[config.mk]
export PLATFORM = sky130hd
export DESIGN_NAME = ram8_bank
export DESIGN_NICKNAME = d
export VERILOG_FILES = /design/src/rtl/ram8_bank.sv
export SDC_FILE = /design/constraint.sdc
export NUM_CORES = 1
export LEC_CHECK = 0
export CAP_MARGIN = 10
export CORE_UTILIZATION = 40
export CTS_BUF_LIST = sky130_fd_sc_hd__clkbuf_8
export DETAILED_ROUTE_END_ITERATION = 6
export HOLD_SLACK_MARGIN = 0.1
export PLACE_DENSITY = 0.55
export SETUP_SLACK_MARGIN = 0.4
export SYNTH_ARGS = -nofsm -noshare
export SYNTH_HDL_FRONTEND = slang
export SYNTH_SLANG_ARGS = --single-unit
[constraint.sdc]
create_clock -name clk -period 5.6 [get_ports clk]
set_input_delay 1.12 -clock clk [delete_from_list [all_inputs] [get_ports clk]]
set_output_delay 1.12 -clock clk [all_outputs]
set_load 0.05 [all_outputs]
[src/rtl/ram8_bank.sv]
// Eight-word register bank feeding the RAM8 read mux, with a one-word-per-cycle
// clear sweep engine and a per-word dirty map.
module ram8_bank #(
  parameter int               WIDTH     = 16,
  parameter logic [WIDTH-1:0] CLR_VALUE = '0
) (
  input  logic             clk,
  input  logic             reset,
  input  logic [WIDTH-1:0] in,
  input  logic [2:0]       address,
  input  logic             load,
  input  logic             clr_req,
  output logic [WIDTH-1:0] out,
  output logic             busy,
  output logic [7:0]       dirty
);

  localparam logic [0:0] IDLE  = 1'b0;
  localparam logic [0:0] CLEAR = 1'b1;

  logic [WIDTH-1:0] words [8];
  logic [0:0]       state;
  logic [2:0]       counter;

  // A clear request in IDLE beats a simultaneous load; while sweeping, both are ignored.
  always_ff @(posedge clk or posedge reset) begin
    if (reset) begin
      for (int i = 0; i < 8; i++) begin
        words[i] <= '0;
      end
      dirty   <= 8'h00;
      busy    <= 1'b0;
      state   <= IDLE;
      counter <= 3'd0;
    end else begin
      case (state)
        IDLE: begin
          if (clr_req) begin
            state   <= CLEAR;
            counter <= 3'd0;
            busy    <= 1'b1;
          end else if (load) begin
            words[address] <= in;
            dirty[address] <= 1'b1;
          end
        end
        CLEAR: begin
          words[counter] <= CLR_VALUE;
          dirty[counter] <= 1'b0;
          if (counter == 3'd7) begin
            state   <= IDLE;
            busy    <= 1'b0;
            counter <= 3'd0;
          end else begin
            counter <= counter + 3'd1;
          end
        end
        default: begin
          state <= IDLE;
          busy  <= 1'b0;
        end
      endcase
    end
  end

  assign out = words[address];

endmodule

# Yosys cells after proc, flatten, opt, wreduce, memory -nomap -nowiden
# Index checks and enable logic that the tools add are counted.
# word_totals
in_bits	23
elab_cells	67
regBits	141
out_inout_bits	25
# op_classes
reduce_logical	6
n_addsub	1
n_lt_le_gt_ge	8
n_eq_ne	5
bitwise_logic	8
muxes	27
# ops
operator	n
128-bit two-way mux	2
128-bit one-hot mux with 2 select lines	1
128-bit bitwise AND	1
128-bit bitwise mux	1
128-bit inverter	1
16-bit demux with 3-bit select	2
16-bit two-way mux	4
16-bit binary-select mux with 3-bit select	1
8-bit two-way mux	2
8-bit one-hot mux with 2 select lines	1
8-bit bitwise AND	1
4-bit greater-or-equal comparator (second input constant)	2
3-bit by 4-bit < comparator with 1-bit output (second input constant)	2
4-bit by 1-bit < comparator with 1-bit output (second input constant)	2
3-bit inverter with 4-bit output	2
8-bit inverter	1
8-bit OR	1
1-bit demux with 3-bit select	2
3-bit by 1-bit greater-or-equal comparator with 1-bit output (second input constant)	2
1-bit two-way mux	6
3-bit two-way mux	2
2-bit inequality test (second input constant)	3
3-bit one-hot mux with 2 select lines	1
1-bit logical AND	4
other kinds (6)	8

# Logic depth before layout (Yosys ltp)
# Gate-level depths: netlist of the first run.
# depth
depth_word	9
mapped_depth	7
ltp_nobuf	5

# Least setup slack after synthesis of the first run
# No wires, ideal clock.
# synth_path
path_type	input to output
start	input port address[1]
end	output port out[0]
n_path_buf	3
t_arrival_ns	2.649
setup_slack_ns	1.831
required_ns	4.480
stages	6
path_cell_list	buf_4 > buf_4 > buf_2 > and3_1 > a21oi_1 > o221ai_1
# synth_between
elab_chain_cells	4
# synth_lines
item	line	text
start: declaration	10	input logic [2:0] address,
3-bit inverter with 4-bit output (implied by the code)	66	assign out = words[address];
16-bit binary-select mux with 3-bit select	66	
16-bit two-way mux (implied by the code) (2 in a row)	66	
end: declaration	13	output logic [WIDTH-1:0] out,
# Every way passes these cells. The select of a mux whose other input is x is not followed.

# Worst setup path in the final report of the first run
# layout_path
start	input port address[0]
end	output port out[11]
# Same word-level chain as after synthesis.

==> out/results.tsv, run 1 <==
stage	metric	value	unit
run_status	status	finished, final reports clean	
sta	Tmin final	4.68	ns
grt	total grt overflow	0	
synthesis	Post-Syn Instances	761	
clock_tree	CTS max path bufs	2	
routing	total number of vias	5976	
finish	Nets	779	
finish	diode count	0	
finish	Multi-input gate area	3170	µm²
setup_path	reg-to-reg critical path startpoint	state$_DFF_PP0_	
floorplanning	total I/O pin count	48	
setup_path	crit path launch type	primary input	
clock_tree	post-cts resize count	0	
grt	global-route wire length before repair	34.3	mm
place	Final HPWL DP	12.5	mm
setup_path	Worst Path Max Fanout	35	
routing	drt pass-1 iters	5	
setup_path	crit path kind	primary input to output port	
floorplanning	core area	17400	µm²
worst_hold_path	Worst Hold Class	flop to flop	
synthesis	mapped cell area	7180	µm²
clock_tree	hold_buf cts	0	
grt	vias in the first global route	5928	
routing	Routed WL	22.2	mm
synthesis	area leader, netlist	dfrtp_1	
place	I/O Buffers	47	
clock_tree	Clock transition at path regs	0.08	ns
grt	total track usage	0.252	
worst_hold_path	hold_sp	dirty[3]$_DFFE_PP0P_	
clock_tree	H-tree depth	4	
pwr	VDD IR max	0.000230	V
clock_tree	Root Driver	clkbuf_8	
clock_tree	CTS tree	done	
synthesis	EDFF count, synth	0	
clock_tree	Clock Latency Late Sink	0.46	ns
finish	share of post-route cells with drive strength above 1	0.120	
synthesis	Post-Synthesis Mean Instance Area	9.43	µm²
sta	TNS Setup	0	ns
sta	# setup viols final	0	
routing	Final ANT Viol Nets	0	
synthesis	top post-synthesis cells by area	dfrtp_1 (49%), nand3_1 (9.0%), nand2_1 (7.2%)	
synthesis	Post-synth ARST share	1.00	
synthesis	flops & latches, synth	141	
synthesis	top_reg_cell synth	dfrtp_1	
routing	DR iter-0 viols	691	
pwr	PwrDens	454	nW/µm²
pwr	leakage	3.50	nW
place	Area after DPL	7680	µm²
floorplanning	Starting Density	0.412	
synthesis	syn_nets	787	
sta	Max Freq	0.213	GHz
finish	Post-Route Utilization	0.465	
sta	slew margin rel.	0.176	
routing	via/cell ratio	6.03	
job	max_cap viols	0	
setup_path	Critical Path Start	address[0]	
routing	routed length per placed instance	22.4	µm
synthesis	post-synth cell types	43	
sta	Hold Slack	0.480	ns
floorplanning	die width	136	µm
clock_tree	clk sinks	141	
setup_path	CP Capture Type	output port	
setup_path	Req. time, crit path	4.48	ns
grt	largest net degree at the start of global routing	110	
synthesis	Ys Warns	0	
sta	period utilization	0.836	
setup_path	crit path cell chain	buf_2, buf_4, nand3b_1, a21boi_0, or4_1, clkdlybuf4s50_1	
finish	most common cell after layout, fill and taps aside	dfrtp_1	
finish	area grow syn2layout	12.9	%
sta	RSZ-0062 raised after global routing	no	
pwr	total power	3.68	mW
grt	number of antenna violations at the first check in global routing	0	
sta	Worst Clk Skew	0.00907	ns
sta	worst-margin pin slew	1.23	ns
finish	Layout fillers	1620	
synthesis	sequential share of the synthesized area	0.492	
place	gpl congestion	0.760	
finish	storage element area	3530	µm²
setup_path	WP data arrival	3.56	ns
sta	fin. max-slew vios	0	
clock_tree	Num CTS Buffers	17	
finish	most frequent cells in the layout	dfrtp_1 (141), nand2_1 (138), nand3_1 (129)	
floorplanning	DIE HEIGHT	136	µm
floorplanning	Die Area	18500	µm²
place	pre-CTS WS	0.905	ns
routing	DR DRC count	0	
place	placed cells	959	
sta	Hold Violations, Final	0	
sta	Final WS setup	0.916	ns
finish	Final Instance Area	8110	µm²
floorplanning	row count	48	
setup_path	crit-path max cell delay	0.75	ns
clock_tree	Post-CTS Setup Inserts	0	
synthesis	Synth top area share	0.492	
finish	Finished Layout Cells	991	
setup_path	Crit-path slowest cell	buf_2	
-- sequential cells by signal, indices dropped and copies added (netlist names) --
| register | flops |
|---|---|
| dirty | 8 |
| busy | 1 |
| counter | 3 |
| words | 128 |
| state | 1 |
-- synthesized netlist by cell type, types with 4 or more instances --
master / number
and3_1: 4
buf_4: 12
and2_1: 8
buf_2: 37
nand3b_1: 8
inv_1: 4
mux4_1: 7
mux2_2: 18
mux4_2: 13
a21o_1: 8
clkbuf_1: 39
a21oi_1: 6
o21ai_1: 55
nand3_1: 129
o21ai_0: 80
nor2_1: 6
and3b_1: 4
dfrtp_1: 141
nand2_1: 138
mux2i_1: 6
-- kinds of logic after synthesis --
logic type | share of synthesized area
simple gates | 0.218
mux | 0.103
buf+inv | 0.0683
flops | 0.492
fa+ha+maj | 0.00523
compound gates | 0.114
-- worst max-delay path: cells and delay by family --
kind | cells | cell delay [ns]
compound gates | 1 | 0.10
simple gates | 2 | 0.58
buf+inv | 3 | 1.76
-- report_power, final --
| group | total, mW | switching, mW | internal [mW] |
|---|---|---|---|
| combinational | 1.23 | 0.767 | 0.461 |
| clock | 0.893 | 0.409 | 0.485 |
| sequential | 1.56 | 0.218 | 1.34 |
-- path summary, 6_finish.rpt --
check	end	slack (ns)	depth (start not counted)
worst max register to register	words[109]$_DFFE_PP0P_	2.80	3
worst max-delay path	out[11]	0.92	6
worst min-delay path	dirty[3]$_DFFE_PP0P_	0.48	1
min in group asynchronous	words[41]$_DFFE_PP0P_	1.26	2
max in group asynchronous	words[13]$_DFFE_PP0P_	3.25	3
worst min register to register	dirty[3]$_DFFE_PP0P_	0.48	1
-- per-layer routing --
layer,global-route usage,vias to the layer above,wire length (µm)
met2,0.388,278,10200
li1,-,2633,-
met4,0.0784,0,280
met5,0,-,0
met3,0.0485,27,1660
met1,0.358,3038,10100
-- final cells by class --
cell class,instances,share of cell area
Inverter,4,0.00247
Multi-Input combinational cell,524,0.391
Clock buffer,21,0.0357
Sequential cell,141,0.435
Timing Repair Buffer,65,0.0840
Clock inverter,11,0.0173
Tap cell,225,0.0347
Power figures use the tool's default switching activity.
==> run 2: changes to the inputs <==
clock period = 4.8 ns   (was 5.6 ns; I/O delays follow)
==> run 2 against run 1 <==
  * Via count rose by 0.62%
  * Hold slack got worse by 0.0019 ns
  * Critical path depth did not move
  * Final cell count rose by 1.4%
  * First-iteration DRC count rose by 0.72%
  * Register-to-register slack got worse by 0.38 ns
  * Non-clock buffer count rose by 14
  * Largest power group unchanged
==> out/results.tsv, run 2 (synthesis gave the netlist of run 1 again) <==
stage	metric	value	unit
worst_hold_path	Worst Hold Class	flop to flop	
finish	storage element area	3530	µm²
setup_path	crit path launch type	primary input	
sta	period utilization	0.847	
floorplanning	row count	48	
clock_tree	CTS max path bufs	2	
job	max_cap viols	0	
sta	worst-margin pin slew	1.15	ns
floorplanning	DIE HEIGHT	136	µm
sta	fin. max-slew vios	0	
sta	Hold Violations, Final	0	
clock_tree	Root Driver	clkbuf_8	
setup_path	Worst Path Max Fanout	20	
setup_path	Critical Path Start	address[2]	
grt	number of antenna violations at the first check in global routing	0	
floorplanning	die width	136	µm
sta	Max Freq	0.246	GHz
clock_tree	H-tree depth	4	
setup_path	WP data arrival	3.10	ns
floorplanning	core area	17400	µm²
routing	DR DRC count	0	
sta	Tmin final	4.06	ns
grt	vias in the first global route	6036	
floorplanning	Die Area	18500	µm²
place	gpl congestion	0.792	
finish	diode count	0	
setup_path	CP delay by family, top	buffers and inverters	
place	Final HPWL DP	13.1	mm
sta	Hold Slack	0.478	ns
pwr	PwrDens	504	nW/µm²
clock_tree	hold_buf cts	0	
setup_path	FF-to-FF setup slack	2.42	ns
grt	global-route wire length before repair	34.7	mm
routing	routed length per placed instance	21.7	µm
grt	total track usage	0.252	
finish	Layout fillers	1632	
finish	share of post-route cells with drive strength above 1	0.151	
grt	GRT met2 Usage	0.402	
finish	Top reg by flops	words	
clock_tree	clk sinks	141	
routing	Routed WL	21.8	mm
setup_path	worst path bufs/invs	3	
setup_path	crit path kind	primary input to output port	
sta	Worst Clk Skew	0.0105	ns
finish	most frequent cells in the layout	dfrtp_1 (141), nand2_1 (138), nand3_1 (129)	
floorplanning	Starting Density	0.412	
finish	max FFs per register	128	
setup_path	reg-to-reg critical path startpoint	state$_DFF_PP0_	
grt	Top Usage Layer GRT	met2	
clock_tree	Clock transition at path regs	0.08	ns
pwr	VDD IR max	0.000268	V
finish	Multi-input gate area	3170	µm²
sta	RSZ-0062 raised after global routing	no	
setup_path	Crit path depth	6	
place	Area after DPL	7740	µm²
sta	# setup viols final	0	
clock_tree	CTS tree	done	
floorplanning	total I/O pin count	48	
setup_path	RR Endpoint	words[20]$_DFFE_PP0P_	
routing	total number of vias	6013	
place	I/O Buffers	47	
routing	Final ANT Viol Nets	0	
finish	area grow syn2layout	13.0	%
setup_path	Reg2Reg Depth	5	
grt	met1 GRT Util	0.344	
setup_path	Req. time, crit path	3.84	ns
grt	grt met3 use	0.0485	
sta	slew margin rel.	0.228	
grt	total grt overflow	0	
finish	Nets	793	
routing	DR iter-0 viols	696	
sta	TNS Setup	0	ns
clock_tree	Clock Latency Late Sink	0.45	ns
pwr	leakage	3.56	nW
grt	largest net degree at the start of global routing	91	
finish	biggest regs	words x128, dirty x8, counter x3	
run_status	status	finished, final reports clean	
clock_tree	post-cts resize count	0	
setup_path	crit path to	out[0]	
finish	most common cell after layout, fill and taps aside	dfrtp_1	
clock_tree	Post-CTS Setup Inserts	0	
setup_path	Crit-path slowest cell	clkdlybuf4s50_1	
routing	via/cell ratio	5.98	
setup_path	crit-path max cell delay	0.97	ns
finish	Final Instance Area	8110	µm²
setup_path	CP Capture Type	output port	
setup_path	crit path cell chain	clkdlybuf4s50_1, buf_4, and3_1, a21oi_1, o221ai_1, buf_12	
clock_tree	Num CTS Buffers	17	
routing	drt pass-1 iters	5	
-- run 2: layer usage --
layer,vias up,share of wire
met5,-,0
met4,0,0.017
met3,33,0.065
met2,269,0.48
met1,3053,0.44
li1,2658,-
-- run 2: final cells by class --
cell class / count / area share
flip-flops and latches: 141 / 0.435
multi-input cells: 524 / 0.390
repair buffers: 79 / 0.0932
well taps: 225 / 0.0347
clock buffers: 17 / 0.0288
clock inverters: 15 / 0.0154
inverters: 4 / 0.00231
-- run 2: power breakdown --
part,switching (mW),internal [mW]
clock,0.481,0.406
sequential,0.246,1.56
combinational,0.876,0.516
-- run 2: how the worst min path moves through the flow --
| stage | end | slack, ns | start | cells past startpoint |
|---|---|---|---|---|
| after floorplan | words[101]$_DFFE_PP0P_ | 0.49 | words[101]$_DFFE_PP0P_ | 2 |
| after global placement | dirty[3]$_DFFE_PP0P_ | 0.46 | dirty[3]$_DFFE_PP0P_ | 1 |
| after detailed placement | dirty[3]$_DFFE_PP0P_ | 0.46 | dirty[3]$_DFFE_PP0P_ | 1 |
| after CTS | dirty[3]$_DFFE_PP0P_ | 0.48 | dirty[3]$_DFFE_PP0P_ | 1 |
| after global routing | dirty[3]$_DFFE_PP0P_ | 0.50 | dirty[3]$_DFFE_PP0P_ | 1 |
| final | dirty[3]$_DFFE_PP0P_ | 0.48 | dirty[3]$_DFFE_PP0P_ | 1 |
-- run 2: through the flow --
stage	setup WS [ns]	cells	total power, mW	util
detailed placement	0.759	972	3.21	0.444
CTS	0.763	1004	4.11	0.465
global route	0.633	1005	4.33	0.466
finish	0.737	1005	4.09	0.466
floorplan	1.35	761	2.74	-
global placement	0.780	972	3.17	0.444
==> run 3: changes to the inputs <==
clock period = 4.05 ns   (was 4.8 ns; I/O delays follow)
==> run 3 against run 2 <==
  * Register-to-register slack got worse by 0.97 ns
  * Setup slack got worse by 0.0013 ns
  * Via count decreased by 0.80%
  * Hold slack about the same
  * Critical endpoint is now out[9]
==> out/results.tsv, run 3 (synthesis gave the netlist of run 1 again) <==
stage	metric	value	unit
run_status	status	finished, final reports clean	
sta	Worst Clk Skew	0.00808	ns
floorplanning	row count	48	
grt	largest net degree at the start of global routing	68	
worst_hold_path	Worst Hold Class	flop to flop	
pwr	clock share of power	0.238	
floorplanning	total I/O pin count	48	
place	I/O Buffers	47	
grt	global-route wire length before repair	34.2	mm
place	placed cells	972	
pwr	Psw	1.90	mW
clock_tree	hold_buf cts	0	
clock_tree	Clock Latency Late Sink	0.47	ns
sta	Tmin final	3.31	ns
setup_path	Worst Path Max Fanout	22	
routing	total number of vias	5965	
sta	fin. max-slew vios	0	
pwr	Comb pwr share	0.338	
clock_tree	Clock transition at path regs	0.08	ns
sta	period utilization	0.818	
setup_path	CP Capture Type	output port	
grt	vias in the first global route	5905	
routing	Final ANT Viol Nets	0	
sta	Max Freq	0.302	GHz
finish	area grow syn2layout	15.2	%
clock_tree	H-tree depth	4	
floorplanning	core area	17400	µm²
sta	Hold Violations, Final	0	
clock_tree	Root Driver	clkbuf_8	
routing	DR iter-0 viols	572	
pwr	leakage	3.61	nW
finish	most common cell after layout, fill and taps aside	dfrtp_1	
grt	total track usage	0.249	
place	Final HPWL DP	13.0	mm
job	max_cap viols	0	
finish	Nets	792	
finish	diode count	0	
finish	Post-Route Utilization	0.475	
floorplanning	Starting Density	0.412	
finish	max FFs per register	128	
finish	share of post-route cells with drive strength above 1	0.150	
sta	slew margin rel.	0.182	
clock_tree	clk sinks	141	
routing	drt pass-1 iters	5	
clock_tree	CTS tree	done	
sta	TNS Setup	0	ns
routing	DR DRC count	0	
pwr	P_int	3.18	mW
pwr	PwrDens	615	nW/µm²
setup_path	crit path launch type	primary input	
finish	biggest regs	words x128, dirty x8, counter x3	
setup_path	Req. time, crit path	3.24	ns
place	gpl congestion	0.789	
finish	Finished Layout Cells	1003	
pwr	VDD IR max	0.000271	V
floorplanning	Die Area	18500	µm²
pwr	Seq pwr share	0.424	
floorplanning	die width	136	µm
setup_path	crit path kind	primary input to output port	
finish	most frequent cells in the layout	dfrtp_1 (141), nand2_1 (138), nand3_1 (129)	
grt	number of antenna violations at the first check in global routing	0	
routing	via/cell ratio	5.95	
sta	Hold Slack	0.478	ns
sta	RSZ-0062 raised after global routing	no	
pwr	sw frac	0.373	
finish	Top reg by flops	words	
routing	Routed WL	21.5	mm
sta	# setup viols final	0	
sta	worst-margin pin slew	1.22	ns
routing	routed length per placed instance	21.5	µm
clock_tree	Num CTS Buffers	17	
setup_path	WP data arrival	2.50	ns
floorplanning	DIE HEIGHT	136	µm
clock_tree	CTS max path bufs	2	
grt	total grt overflow	0	
## run 3: cell types whose count changed in the layout (fill, tap and decap cells not counted), sizes merged
cell / previous run / this run
clkdlybuf4s50: 29 / 28
clkbuf: 17 / 20
buf: 50 / 49
dlymetal6s2s: 0 / 1
inv: 6 / 3
bufinv: 1 / 3
clkinv: 8 / 5
## run 3: stage by stage
stage	power, mW	setup WS, ns	instance area [µm²]
floorplan	3.25	0.901	7180
global placement	3.84	0.423	7850
detailed placement	3.89	0.448	7850
CTS	5.10	0.434	8270
global route	5.37	0.644	8270
finish	5.08	0.735	8270
## run 3: path summary, 6_finish.rpt
path                                            from                endpoint  slack, ns  depth (start not counted)
worst min-delay path            dirty[3]$_DFFE_PP0P_    dirty[3]$_DFFE_PP0P_       0.48                          1
max in group asynchronous                      reset   words[28]$_DFFE_PP0P_       2.59                          3
min in group asynchronous                      reset   words[25]$_DFFE_PP0P_       0.72                          2
worst min register to register  dirty[3]$_DFFE_PP0P_    dirty[3]$_DFFE_PP0P_       0.48                          1
worst max register to register       state$_DFF_PP0_  words[117]$_DFFE_PP0P_       1.45                          4
worst max-delay path                      address[1]                  out[9]       0.74                          6
## run 3: repair_timing
item / CTS / global route
buffers inserted: 0 / 0
resized for setup: 0 / 1
setup endpoints to repair: 0 / 3
## run 3: metal layers
metal	routed length, µm	GRT usage	up-vias
li1	-	-	2656
met1	9430	0.339	3028
met2	10300	0.394	235
met3	1240	0.0433	46
met4	501	0.101	0
met5	0	0	-
## run 3: worst max-delay path, stage by stage
cell      delay [ns]
buf_2           0.47
buf_4           0.34
nand3b_1        0.14
a21oi_1         0.06
or4_1           0.47
buf_4           0.20
## run 3: power by group through the flow
stage               logic, mW  registers (mW)  clock network (mW)
floorplan                1.11            2.14                   0
global placement         1.69            2.14                   0
global route             1.86            2.22                1.29
finish                   1.72            2.15                1.21
detailed placement       1.72            2.17                   0
CTS                      1.73            2.15                1.23
## run 3: final cells by class
type / instances / area (µm²)
fillers: 1669 / 9150
flip-flops and latches: 141 / 3530
multi-input cells: 524 / 3170
repair buffers: 78 / 856
well taps: 225 / 282
clock buffers: 20 / 275
clock inverters: 11 / 141
inverters: 4 / 18.8
